$ cat config.mk
export PLATFORM = sky130hd
export DESIGN_NAME = mem_port_arbiter
export DESIGN_NICKNAME = d
export VERILOG_FILES = /design/src/rtl/mem_port_arbiter.sv
export SDC_FILE = /design/constraint.sdc
export NUM_CORES = 1
export LEC_CHECK = 0
export ABC_AREA = 1
export ABC_CLOCK_PERIOD_IN_PS = 1500
export BUFFER_PORTS_ARGS = -buffer_cell sky130_fd_sc_hd__buf_2
export CAP_MARGIN = 15
export CORE_AREA = 2 2 118 120
export DETAILED_ROUTE_END_ITERATION = 8
export DIE_AREA = 0 0 120 122
export PLACE_DENSITY = 0.79
export REMOVE_ABC_BUFFERS = 1
export SLEW_MARGIN = 20
export SYNTH_ARGS = -nofsm -noshare
export SYNTH_HDL_FRONTEND = slang
export SYNTH_SLANG_ARGS = --single-unit
$ cat constraint.sdc
create_clock -name clk -period 1.5 [get_ports clk]
set_input_delay 0.075 -clock clk [delete_from_list [all_inputs] [get_ports clk]]
set_output_delay 0.075 -clock clk [all_outputs]
set_load 0.03 [all_outputs]
$ cat src/rtl/mem_port_arbiter.sv
// Round-robin share of the data RAM port between fetch and load/store.
// Sub-word stores run as a two-cycle read-modify-write.
module mem_port_arbiter #(
  parameter int A_WIDTH = 32
) (
  input  logic               clk,
  input  logic               rst_n,
  input  logic               f_req,
  input  logic [A_WIDTH-1:0] f_addr,
  output logic               f_gnt,
  output logic               f_rvalid,
  output logic [31:0]        f_rdata,
  input  logic               d_req,
  input  logic               d_we,
  input  logic [A_WIDTH-1:0] d_addr,
  input  logic [2:0]         d_bytes,
  input  logic [31:0]        d_wd,
  output logic               d_gnt,
  output logic               d_rvalid,
  output logic [31:0]        d_rdata,
  output logic [A_WIDTH-1:0] ram_addr,
  output logic               ram_we,
  output logic [31:0]        ram_wd,
  input  logic [31:0]        ram_dout
);

  typedef enum logic {IDLE, RMW} state_t;

  state_t             state;
  logic               last_d;
  logic [A_WIDTH-1:0] rmw_addr;
  logic [31:0]        rmw_wd;

  logic        idle;
  logic        sub_st;
  logic        word_st;
  logic [31:0] ld;
  logic [31:0] merged;

  assign idle    = (state == IDLE);
  // last_d set means data won last, so fetch has priority on contention
  assign f_gnt   = idle & f_req & (~d_req | last_d);
  assign d_gnt   = idle & d_req & (~f_req | ~last_d);
  assign sub_st  = d_we & ((d_bytes == 3'b000) | (d_bytes == 3'b001));
  assign word_st = d_we & (d_bytes == 3'b010);

  always_comb begin
    ld = '0;
    case (d_bytes)
      3'b000:  ld = {{24{ram_dout[7]}}, ram_dout[7:0]};
      3'b001:  ld = {{16{ram_dout[15]}}, ram_dout[15:0]};
      3'b010:  ld = ram_dout;
      3'b100:  ld = {24'd0, ram_dout[7:0]};
      3'b101:  ld = {16'd0, ram_dout[15:0]};
      default: ld = '0;
    endcase
  end

  assign merged = d_bytes[0] ? {ram_dout[31:16], d_wd[15:0]}
                             : {ram_dout[31:8], d_wd[7:0]};

  assign ram_addr = !idle ? rmw_addr :
                    d_gnt ? d_addr : f_addr;
  assign ram_we   = !idle | (d_gnt & word_st);
  assign ram_wd   = idle ? d_wd : rmw_wd;

  always_ff @(posedge clk or negedge rst_n) begin
    if (!rst_n) begin
      state    <= IDLE;
      last_d   <= 1'b1;
      rmw_addr <= '0;
      rmw_wd   <= '0;
      f_rvalid <= 1'b0;
      f_rdata  <= '0;
      d_rvalid <= 1'b0;
      d_rdata  <= '0;
    end else begin
      f_rvalid <= f_gnt;
      d_rvalid <= 1'b0;
      if (f_gnt)
        f_rdata <= ram_dout;
      if (f_gnt | d_gnt)
        last_d <= d_gnt;
      case (state)
        IDLE: begin
          if (d_gnt) begin
            d_rdata <= d_we ? 32'd0 : ld;
            if (sub_st) begin
              rmw_addr <= d_addr;
              rmw_wd   <= merged;
              state    <= RMW;
            end else begin
              d_rvalid <= 1'b1;
            end
          end
        end
        RMW: begin
          d_rvalid <= 1'b1;
          d_rdata  <= '0;
          state    <= IDLE;
        end
        default: state <= IDLE;
      endcase
    end
  end

endmodule

==> flow_summary.yaml <==
status:
  status: "complete, but fails checks"
  violations: "setup timing"
clock_network:
  clock_latency_ns: 0.42
  clkTransAtPathRegs_ns: 0.06
  cts.sinks: 132
  cts_tree: "built"
  cts_buffer_depth: 2
  htreeDepth: 4
  cts_made_buffers: 17
  cts_root_buf: "clkbuf_16"
route:
  drc: 0
  vias: 8177
  via_per_inst: 5.69
  routedWlPerCell_um: 21.3
  firstDrtPassIters: 6
  first_iter_violations: 1080
  wl_um: 30500
  final_antenna_net_count: 0
synth:
  synth_area_um2: 6280
  synth.distinct_cells: 20
  ys_ff_latch: 132
  yosys_warnings: 0
  syn_area_per_cell_um2: 7.45
  syn_inst: 843
  yosysSeqAreaShare: 0.526
place:
  dp_hpwl_um: 12800
  place.gp.congestion: 0.846
  post-place-ws_ns: 0.0571
  numPortBuffers: 268
critical_path:
  r2r-start: "state$_DFF_PN0_"
  worstPathMaxFanout: 8
  worstSetupStartpoint: "last_d$_DFFE_PN1P_"
  worstRegToRegCells: 9
  r2r_end: "rmw_wd[13]$_DFFE_PN0P_"
  reg2reg_slack_ns: -0.21
  critPathKind: "flip-flop to output port"
  endpoint_kind: "output port"
  arrival_ns: 1.88
  start_kind: "flip-flop"
  endpoint: "ram_addr[10]"
  crit_required_ns: 1.42
min_path:
  hold_class: "input port to flip-flop"
sta:
  timing.final.crit_share: 1.30
  rsz0062_at_grt: "yes"
  timing.fmax_mhz: 512
  finalClockSkew_ns: 0.00799
  worst_pin_slew_ns: 0.398
  setup_viol: 189
  relSlewSlack: 0.734
  setup_slack_ns: -0.453
  finalCriticalPeriod_ns: 1.95
  slew_violations: 0
  report.final.hold_viol_count: 0
  whs_ns: 0.00782
floorplan:
  die_y_um: 122
  row_count: 43
  start_util: 0.465
  dieArea_um2: 14600
  io_pins: 269
  die_w_um: 120
  coreArea_um2: 13500
layout:
  area_growth_syn_to_layout_pct: 86.7
  fillCellCount: 658
  multi_input_area_um2: 3450
  drive_above_1_share: 0.477
  fin_nets: 1379
  seq_area_um2: 3310
global_route:
  grt_pass1_vias: 7457
  grt_pass1_wl_um: 37600
  grt_util_all_layers: 0.332
  antenna_found_initial: 2
  grt_overflow: 0
  grt_max_degree: 49
power_and_ir_drop:
  irDropWorstVdd_v: 0.000742
  pwr_density_cell_nw_per_um2: 1090
  p_leak_uw: 0.00654
run:
  maxCapViolCount: 0
==> flip-flops by register name (all words and copies together), names as in the netlist <==
register	cells
state	1
f_rvalid	1
last_d	1
f_rdata	32
d_rvalid	1
rmw_addr	32
rmw_wd	32
d_rdata	32
==> worst max-delay path, cell delays in order, from the launching register on <==
cell	delay (ns)
dfstp_2	0.56
nand2_1	0.08
inv_2	0.07
nor2_4	0.05
buf_12	0.13
buf_12	0.13
nand2_1	0.15
nand3_2	0.13
buf_6	0.16
==> area by class of cell <==
class                           instances  area share
Tap cell                              180      0.0192
Inverter                               49      0.0159
Sequential cell                       132       0.282
Clock buffer                           18      0.0366
Clock inverter                         14      0.0110
Multi-Input combinational cell        617       0.294
Antenna cell                            1    0.000213
Timing Repair Buffer                  426       0.341
==> cell families after synthesis <==
group | Yosys count | share of synthesized area
buf+inv | 94 | 0.0701
compound gates | 92 | 0.0767
simple gates | 525 | 0.327
flops | 132 | 0.526
==> worst min-delay path by stage <==
stage | from | to | slack, ns | depth (start not counted)
4_1_cts | d_wd[9] | rmw_wd[9]$_DFFE_PN0P_ | 0.01 | 3
6_report | ram_dout[7] | f_rdata[7]$_DFFE_PN0P_ | 0.008 | 3
2_1_floorplan | rst_n | d_rdata[0]$_DFFE_PN0P_ | -0.22 | 0
5_1_grt | ram_dout[7] | f_rdata[7]$_DFFE_PN0P_ | 0.02 | 3
3_5_place_dp | rst_n | d_rdata[16]$_DFFE_PN0P_ | 0.01 | 1
3_3_place_gp | rst_n | d_rdata[25]$_DFFE_PN0P_ | 0.01 | 1
==> metrics by stage <==
stage | setup TNS (ns) | utilization | power [uW] | instances | instance area, um^2
2_1_floorplan | -308.61 | - | 6160 | 798 | 6030
3_3_place_gp | 0 | 0.589 | 7120 | 1271 | 7960
3_5_place_dp | 0 | 0.589 | 7200 | 1271 | 7960
4_1_cts | -14.08 | 0.792 | 11900 | 1407 | 10700
5_1_grt | -40.48 | 0.869 | 13200 | 1436 | 11700
6_report | -32.35 | 0.869 | 12800 | 1437 | 11700
==> Yosys cell counts (all sizes together) <==
master,count,share of area
dfrtp,131,0.52
o21ai,91,0.075
a21boi,1,0.0012
nor2,6,0.0068
dfstp,1,0.0042
nand2,474,0.28
nor3,1,0.0016
buf,28,0.031
nand3,44,0.035
inv,49,0.029
clkbuf,17,0.010
==> metal layers <==
metal / GRT usage / share of wire
met2: 0.554 / 0.48
met3: 0.101 / 0.10
met5: 0 / 0.00043
met4: 0.181 / 0.062
met1: 0.384 / 0.35
==> cells in the final DEF, fill, tap and decap left out, types with 6 or more instances in the layout <==
master and instances:
clkbuf_16 32, inv_1 43, nand2_1 329, buf_8 6, buf_12 26, dlygate4sd3_1 74
buf_2 200, buf_16 10, buf_4 18, dfrtp_1 130, buf_6 77, o21ai_0 25
nand3_1 14, nand2_2 94, nand2_4 50, o21ai_2 21, o21ai_1 40, nand3_2 29
==> report_power, final <==
group | total (uW) | switching, uW | internal [uW]
logic | 4030 | 2340 | 1680
registers | 4800 | 601 | 4200
clock network | 3950 | 1660 | 2290
total | 12800 | 4600 | 8180
==> timing repair <==
item | CTS | global route
setup buffers | 18 | 14
resized for setup | 287 | 214
endpoints found under the setup margin | 67 | 193
hold buffers | 74 | 0
hold endpoints to repair | 244 | 0
pin swaps | 26 | 10
cloned | 13 | 22
(Power assumes the default switching activity.)
